**src/rtl/stepmotor_seq.sv**
```systemverilog
// Step sequencer for 4-phase unipolar steppers: runs one move command at a time,
// drives the coil pattern, tracks absolute half-step position and pulses done.
module stepmotor_seq #(
  parameter int unsigned PERIOD_W = 32,
  parameter int unsigned CNT_W    = 16,
  parameter int unsigned POS_W    = 24,
  parameter bit          HOLD     = 1'b1
) (
  input  logic                clk,
  input  logic                rst,
  input  logic                cmd_valid,
  output logic                cmd_ready,
  input  logic                cmd_dir,
  input  logic                cmd_half,
  input  logic [CNT_W-1:0]    cmd_steps,
  input  logic [PERIOD_W-1:0] cmd_period,
  input  logic                abort,
  output logic [3:0]          step_drive,
  output logic                busy,
  output logic                done,
  output logic [POS_W-1:0]    pos
);

  typedef enum logic {IDLE, RUN} state_t;

  state_t              state;
  logic [2:0]          phase;
  logic                dirQ;
  logic                halfQ;
  logic [CNT_W-1:0]    remaining;
  logic [PERIOD_W-1:0] periodQ;
  logic [PERIOD_W-1:0] divCnt;

  logic [2:0]          stride;
  logic [2:0]          phaseNext;
  logic [POS_W-1:0]    posNext;
  logic                termCnt;

  // Coil pattern for each of the eight half-step phases.
  function automatic logic [3:0] coilPattern(input logic [2:0] ph);
    case (ph)
      3'd0:    coilPattern = 4'b0001;
      3'd1:    coilPattern = 4'b0011;
      3'd2:    coilPattern = 4'b0010;
      3'd3:    coilPattern = 4'b0110;
      3'd4:    coilPattern = 4'b0100;
      3'd5:    coilPattern = 4'b1100;
      3'd6:    coilPattern = 4'b1000;
      default: coilPattern = 4'b1001;
    endcase
  endfunction

  assign cmd_ready = (state == IDLE);

  // Next phase/position for the step that would fire this cycle; phase wraps mod 8.
  always_comb begin
    stride    = halfQ ? 3'd1 : 3'd2;
    phaseNext = dirQ ? (phase - stride) : (phase + stride);
    posNext   = dirQ ? (pos - POS_W'(stride)) : (pos + POS_W'(stride));
    termCnt   = (divCnt == (periodQ - PERIOD_W'(1)));
  end

  always_ff @(posedge clk or negedge rst) begin
    if (!rst) begin
      state      <= IDLE;
      phase      <= 3'd0;
      dirQ       <= 1'b0;
      halfQ      <= 1'b0;
      remaining  <= '0;
      periodQ    <= '0;
      divCnt     <= '0;
      step_drive <= 4'b0000;
      pos        <= '0;
      busy       <= 1'b0;
      done       <= 1'b0;
    end else begin
      done <= 1'b0;
      case (state)
        IDLE: begin
          if (cmd_valid) begin
            dirQ      <= cmd_dir;
            halfQ     <= cmd_half;
            remaining <= cmd_steps;
            periodQ   <= (cmd_period == '0) ? PERIOD_W'(1) : cmd_period;
            divCnt    <= '0;
            if (cmd_steps != '0) begin
              state <= RUN;
              busy  <= 1'b1;
            end else begin
              done <= 1'b1;
            end
          end
        end
        RUN: begin
          // Abort takes priority over a coincident terminal count.
          if (abort) begin
            state <= IDLE;
            busy  <= 1'b0;
            if (!HOLD) step_drive <= 4'b0000;
          end else if (termCnt) begin
            divCnt    <= '0;
            phase     <= phaseNext;
            pos       <= posNext;
            remaining <= remaining - CNT_W'(1);
            if (remaining == CNT_W'(1)) begin
              state      <= IDLE;
              busy       <= 1'b0;
              done       <= 1'b1;
              step_drive <= HOLD ? coilPattern(phaseNext) : 4'b0000;
            end else begin
              step_drive <= coilPattern(phaseNext);
            end
          end else begin
            divCnt <= divCnt + PERIOD_W'(1);
          end
        end
        default: state <= IDLE;
      endcase
    end
  end

endmodule

```
**config.mk**
```make
export PLATFORM = sky130hd
export DESIGN_NAME = stepmotor_seq
export DESIGN_NICKNAME = d
export VERILOG_FILES = /design/src/rtl/stepmotor_seq.sv
export SDC_FILE = /design/constraint.sdc
export NUM_CORES = 1
export LEC_CHECK = 0
export ABC_CLOCK_PERIOD_IN_PS = 10350
export CAP_MARGIN = 20
export CELL_PAD_IN_SITES_DETAIL_PLACEMENT = 0
export CELL_PAD_IN_SITES_GLOBAL_PLACEMENT = 2
export CORE_ASPECT_RATIO = 2
export CORE_MARGIN = 1
export CORE_UTILIZATION = 37
export DETAILED_ROUTE_END_ITERATION = 12
export PLACE_DENSITY = 0.95
export SYNTH_ARGS = -nofsm -noshare
export SYNTH_HDL_FRONTEND = slang
export SYNTH_SLANG_ARGS = --single-unit
```
**constraint.sdc**
```tcl
create_clock -name clk -period 10.35 [get_ports clk]
set_clock_uncertainty 0.15 [all_clocks]
set_input_delay 2.5875 -clock clk [delete_from_list [all_inputs] [get_ports clk]]
set_output_delay 2.5875 -clock clk [all_outputs]
set_load 0.01 [all_outputs]
```
== Word level (Yosys, flattened, before mapping) ==
Cells that the tools add are included.
Storage, ports and cells
  bits of input ports: 54
  output and inout bits: 31
  bits in registers: 116
  word-level logic and storage cells: 73
Operators by class
  reductions and logical operators: 8
  $add $sub $neg: 7
  equal/unequal tests: 14
  bitwise logic cells: 2
  muxes and demuxes: 31
Operators by type and width (count)
  two-way mux 32 bit: 4
  one-hot mux 32 bit (2 select lines): 1
  two-way mux 16 bit: 3
  adder 32 x 1 -> 32 bit, second input constant: 1
  equality test 32 bit: 1
  zero test 32 bit: 1
  one-hot mux 16 bit (2 select lines): 1
  subtractor 32 x 1 -> 32 bit, second input constant: 1
  one-hot mux 4 bit (7 select lines): 1
  adder 24 x 2 -> 24 bit: 1
  two-way mux 24 bit: 1
  subtractor 24 x 2 -> 24 bit: 1
  equality test 16 x 1 -> 1 bit, second input constant: 1
  nonzero test 16 bit: 1
  subtractor 16 x 1 -> 16 bit, second input constant: 1
  two-way mux 1 bit: 15
  equality test 3 bit, second input constant: 3
  equality test 3 x 2 -> 1 bit, second input constant: 2
  inequality test 3 x 2 -> 1 bit, second input constant: 2
  one-hot mux 1 bit (2 select lines): 3
  AND reduction 3 bit: 2
  inequality test 2 x 1 -> 1 bit, second input constant: 2
  inequality test 2 bit, second input constant: 2
  AND reduction 2 bit: 2
  other kinds (8): 9

== Logic depth before layout (Yosys ltp) ==
Gate-level depths: netlist of the first run.
  word-level depth: 5
  gate-level depth with buffers: 15
  gate-level depth less buffers: 13

== Least setup slack after synthesis of the first run ==
OpenSTA, ideal clock, no wires.
  path kind: in2reg
  from: input abort
  to: register remaining[12]
  arrival: 3.879 ns
  cell stages on the path: 7
  setup slack: 6.197 ns
  setup time: 0.124 ns
  data required time: 10.076 ns
  path buffers: 2
  cell sequence: nand2b_1 and4bb_1 buf_4 nand2_1 buf_2 o211a_1 a211o_1
Between the ends
  longest elaborated chain between the ends: 2
Ends and longest elaborated chain
  start, declared: line 17  | input logic abort,
  inequality test 2 bit (no source line)
  AND reduction 3 bit (no source line)
  end signal, assigned: line 83  | remaining <= cmd_steps;
  end signal, assigned: line 104  | remaining <= remaining - CNT_W'(1);
  end, declared: line 30  | logic [CNT_W-1:0] remaining;
No other way between the ends.
A chain may end at the register's enable or synchronous reset.

== Final worst setup path of the first run ==
  from: register state
  to: output cmd_ready
Between the ends
  longest elaborated chain between the ends: 1
Ends and longest elaborated chain
  start, declared: line 26  | state_t state;
  start signal, assigned: line 65  | state <= IDLE;
  start signal, assigned: line 87  | state <= RUN;
  start signal, assigned: line 97  | state <= IDLE;
  inverter 1 bit (no source line)
  end, declared: line 12  | output logic cmd_ready,
No other way between the ends.

==> results of run 1 <==
[routing by layer]
metal	vias up	share of wire	GRT usage
li1	3534	-	-
met1	3443	0.37	0.2160
met2	147	0.57	0.4197
met3	45	0.025	0.03862
met4	0	0.038	0.1054
met5	-	0	0
[per-stage QoR]
stage | instance area (um2) | cells
3_5_place_dp | 8830 | 1242
4_1_cts | 9487 | 1274
6_report | 9487 | 1274
3_3_place_gp | 8830 | 1242
5_1_grt | 9487 | 1274
2_1_floorplan | 7834 | 938
[worst max-delay path: stages (launching register included)]
cell,delay (ns)
dfrtp_1,0.79
clkinv_1,0.47
clkdlybuf4s50_1,0.59
[state kept, by name, indices dropped and copies added (netlist names)]
signal,count
divCnt,32
periodQ,32
pos,24
remaining,16
step_drive,4
phase,3
busy,1
dirQ,1
done,1
halfQ,1
state,1
[cell usage in the layout, fill, tap and decap left out, drive strengths merged, types with 28 or more instances in the layout]
cell type      count
a31oi             29
nor2              43
ha                28
xor2              28
clkdlybuf4s50     83
o21ai             54
a21oi             50
nand3             36
nand2            188
dfrtp            116
nor4              28
xnor2             33
[layout make-up]
cell class | instances | area share
clock buffers | 20 | 0.04814
clock inverters | 12 | 0.02110
inverters | 20 | 0.007913
multi-input cells | 747 | 0.4883
flip-flops and latches | 116 | 0.3060
well taps | 269 | 0.03548
repair buffers | 90 | 0.09312
[worst min path at each step]
stage / startpoint / to / slack, ns / cells past startpoint
2_1_floorplan: phase[0] / phase[0] / 0.30 / 2
3_3_place_gp: step_drive[3] / step_drive[3] / 0.31 / 2
3_5_place_dp: phase[0] / phase[0] / 0.32 / 2
4_1_cts: phase[0] / phase[0] / 0.33 / 2
5_1_grt: step_drive[3] / step_drive[3] / 0.35 / 2
6_report: phase[0] / phase[0] / 0.33 / 2
[cells by family after synthesis]
group | Yosys count | share of synthesized area
mux | 14 | 0.01805
fa+ha+maj | 30 | 0.04983
flops | 116 | 0.3705
xor+xnor | 61 | 0.06820
buf+inv | 75 | 0.04041
simple gates | 428 | 0.2738
compound gates | 214 | 0.1792
[report_power, final]
group	leakage (nW)	switching, mW	internal, mW
Combinational	2.25	0.206	0.163
Clock	0.313	0.225	0.440
Sequential	1.52	0.0943	0.508
==> out/results.txt, run 1 <==
Largest net degree at the start of global routing - 63
CTS buffer count - 17
Vias - 7,169
Worst-Margin Slew - 1.032 ns
Period minus WS final - 5.014 ns
Most frequent cell after synthesis - nand2_1
CTS Root Cell - clkbuf_16
Min Hold Slack - 0.3292 ns
Largest area contributor in the netlist - dfrtp_1
HPWL Detailed - 16.77 mm
I/O pins - 85
Fmax achieved - 0.1994 GHz
Synth area leaders - dfrtp_1, nand2_1, ha_1
Max Cap Viol - 0
Synth async-reset ratio - 1.000
Fin crit share - 0.4844
DRC - 0
First drt pass iteration count - 5
Vias per cell - 5.627
Fin Setup TNS - 0 ns
CTS H-tree depth - 4
RePlAce Congestion - 0.8587
Congestion Overflow GR - 0
Worst setup SP type - flip-flop
Peak VDD IR - 0.0001007 V
Power Total - 1.635 mW
Post-Syn Area - 7834 um2
PostCTS Resize Cnt - 0
Endpoint class of the critical path - primary output
Worst EP required - 7.61 ns
PwrDens - 172.3 nW/um2
Cells after Synth - 938
CTS Sinks - 116
Leakage power - 4.082 nW
Cts hold-fix bufs - 0
Worst r2r dst - remaining[12]
R2R Setup Slk - 5.56 ns
Die height - 207.8 um
DR iter-0 viols - 385
Synth unique cells - 78
Crit. Startpoint - state
Reg area - 2903 um2
Pre-CTS WS - 5.054 ns
Area growth from synthesis to layout - 21.10%
Min-Delay Path Class - reg -> reg
Drt wl/cell - 17.64 um
Post-synth EDFFs - 0
Dominant synthesized flop cell - dfrtp_1
Initial Utilization - 0.3760
Fill count - 2,107
Final Hold Viols - 0
Crit-path max FO - 17
Slew HR - 0.3120
Row Count - 75
Vias in the first global route - 7,212
Core area - 20,830 um2
ANT nets after route - 0
Die area - 21,790 um2
Share of the synthesized area in the top cell type - 0.3705
Nets - 1,076
Setup WS post-layout - 5.336 ns
Clock Latency Late Sink - 0.44 ns
Outcome - finished clean
Mean Syn Cell Area - 8.352 um2
CP arrival - 2.28 ns
Die X - 104.9 um
RSZ-0062 raised after global routing - false
Initial antenna violation count - 0
WL final - 22.47 mm
Sequential share of the synthesized area - 0.3705
Ant diodes - 0
CTS tree - done
Kind of critical path - reg -> out
CTS max path bufs - 2
Synth warn - 0
All-layer global routing usage - 0.2164
Worst Reg2Reg Path Length in Cells - 9
Multi-input logic area - 4632 um2
Share of layout cells above drive strength 1 - 0.05473
Worst-path clk slew - 0.06 ns
Post-synthesis register bit count - 116
First-pass GRT wire length - 36.75 mm
Most frequent cells after synthesis - nand2_1, dfrtp_1, o21ai_0
FF-to-FF Start - periodQ[9]
Setup violators final - 0
Slew Viols, Final - 0
Final core occ - 0.4554
Syn nets - 1,022
Port Buffer Count - 84
Post CTS Setup Buffer Count - 0
Critical path capture point - cmd_ready
(Power assumes the default switching activity.)
==> inputs of run 2 (changes only) <==
ABC_CLOCK_PERIOD_IN_PS = 4200   (was 10350)
CORE_UTILIZATION = 31   (was 37)
PLACE_DENSITY = 0.88   (was 0.95)
clock period = 4.2 ns   (was 10.35 ns; I/O delays follow)
==> out/results.txt, run 2 (synthesis gave the netlist of run 1 again) <==
Outcome - finished clean (unchanged)
Fill count - 2,534 (was 2,107)
First-pass GRT wire length - 38.55 mm (was 36.75 mm)
Die area - 25,950 um2 (was 21,790 um2)
CTS tree - done (unchanged)
Clock Latency Late Sink - 0.44 ns (about the same)
Worst-Margin Slew - 0.9710 ns (was 1.032 ns)
Layout Cells excl Fill - 1,364 (was 1,274)
Share of layout cells above drive strength 1 - 0.07296 (was 0.05473)
Slew Viols, Final - 0 (unchanged)
Vias - 7,263 (was 7,169)
Slew HR - 0.3523 (was 0.3120)
Placed cell areas - 9136 um2 (was 8830 um2)
Fmax achieved - 0.2592 GHz
Worst EP required - 4.37 ns (was 7.61 ns)
PostCTS Resize Cnt - 0 (unchanged)
Final Hold Viols - 0 (unchanged)
Peak VDD IR - 0.0002091 V (was 0.0001007 V)
RePlAce Congestion - 0.8240 (was 0.8587)
WL final - 24.40 mm (was 22.47 mm)
CTS Root Cell - clkbuf_16 (unchanged)
ANT nets after route - 0 (unchanged)
Endpoint class of the critical path - flip-flop (was primary output)
HPWL Detailed - 18.46 mm (was 16.77 mm)
First drt pass iteration count - 5 (unchanged)
Nets - 1,099 (was 1,076)
Inst Count DP - 1,332 (was 1,242)
DRC - 0 (unchanged)
Post CTS Setup Buffer Count - 0 (unchanged)
Vias per cell - 5.325 (was 5.627)
Max Cap Viol - 0 (unchanged)
Fin Setup TNS - 0 ns (unchanged)
Drt wl/cell - 17.89 um (was 17.64 um)
Most common cell after layout, fill and taps aside - nand2_1 (unchanged)
Crit-path max FO - 28 (was 17)
Core area - 24,930 um2 (was 20,830 um2)
Worst Reg2Reg Path Length in Cells - 12 (was 9)
Design Area, Final - 9793 um2 (was 9487 um2)
Initial Utilization - 0.3142 (was 0.3760)
Setup violators final - 0 (unchanged)
CP arrival - 4.03 ns (was 2.28 ns)
All-layer global routing usage - 0.1983 (was 0.2164)
RSZ-0062 raised after global routing - false (unchanged)
I/O pins - 85 (unchanged)
Largest net degree at the start of global routing - 65 (was 63)
DR iter-0 viols - 293 (was 385)
Row Count - 82 (was 75)
Worst setup SP type - flip-flop (unchanged)
Kind of critical path - reg -> reg (was reg -> out)
Leakage power - 4.221 nW (was 4.082 nW)
CTS max path bufs - 2 (unchanged)
Area growth from synthesis to layout - 25.01% (was 21.10%)
Ant diodes - 0 (unchanged)
CTS buffer count - 17 (unchanged)
Pre-CTS WS - 0.3337 ns (was 5.054 ns)
CTS H-tree depth - 4 (unchanged)
Die height - 226.8 um (was 207.8 um)
Vias in the first global route - 7,349 (was 7,212)
Period minus WS final - 3.858 ns
Multi-input logic area - 4632 um2 (unchanged)
Largest regs - divCnt x32, periodQ x32, pos x24 (unchanged)
Cts hold-fix bufs - 0 (unchanged)
PwrDens - 420.0 nW/um2 (was 172.3 nW/um2)
Die X - 114.4 um (was 104.9 um)
Commonest non-fill, non-tap cells in the layout - nand2_1, dfrtp_1, clkdlybuf4s50_1, o21ai_0, a21oi_1 (unchanged)
Reg area - 2903 um2 (unchanged)
Min Hold Slack - 0.2898 ns (was 0.3292 ns)
Fin crit share - 0.9187
Min-Delay Path Class - in -> async (was reg -> reg)
Port Buffer Count - 84 (unchanged)
CTS Sinks - 116 (unchanged)
Congestion Overflow GR - 0 (unchanged)
Initial antenna violation count - 0 (unchanged)
Setup WS post-layout - 0.3417 ns (was 5.336 ns)
Worst-path clk slew - 0.06 ns (about the same)
-- run 2: metal layers --
layer,vias up,track usage,wire length (um)
li1,3569,-,-
met1,3488,0.1894,8591
met2,150,0.3828,13950
met3,56,0.04304,699
met4,0,0.1093,1165
met5,-,0,0
-- run 2: through the flow --
stage               total power, mW    util
detailed placement            2.467  0.3665
global placement              2.453  0.3665
CTS                           4.159  0.3928
floorplan                     2.099       -
global route                  4.333  0.3928
finish                        4.113  0.3928
-- run 2: worst max-delay path, cell delays in order (launching register included) --
cell      delay (ns)
dfrtp_1         0.43
inv_1           0.10
ha_1            0.21
or3b_2          0.54
or3_1           0.38
nor4_2          0.21
xnor2_1         0.10
nor4_1          0.51
and4bb_1        0.35
nand2_2         0.09
buf_12          0.19
o211a_1         0.23
a211o_1         0.26
-- run 2: worst paths after layout --
| path | start | end | slack (ns) |
|---|---|---|---|
| min | rst | divCnt[21] | 0.29 |
| max | periodQ[0] | remaining[14] | 0.34 |
| min reg2reg | phase[1] | phase[1] | 0.33 |
| max in group asynchronous | rst | pos[14] | 2.76 |
| max reg2reg | periodQ[0] | remaining[14] | 0.34 |
| min in group clk | phase[1] | phase[1] | 0.33 |
-- run 2: where the power goes --
group	switching, mW	leakage [nW]	total (mW)	internal (mW)
clock	0.545	0.318	1.67	1.12
combinational	0.562	2.38	0.991	0.429
sequential	0.202	1.52	1.45	1.25
total	1.31	4.22	4.11	2.80
-- run 2: final cells by class --
class,count,share of cell area
clock buffer,22,0.04638
clock inverter,10,0.02070
inverter,20,0.007666
multi-input combinational,747,0.4730
sequential,116,0.2964
tap,336,0.04293
timing repair buffer,113,0.1129
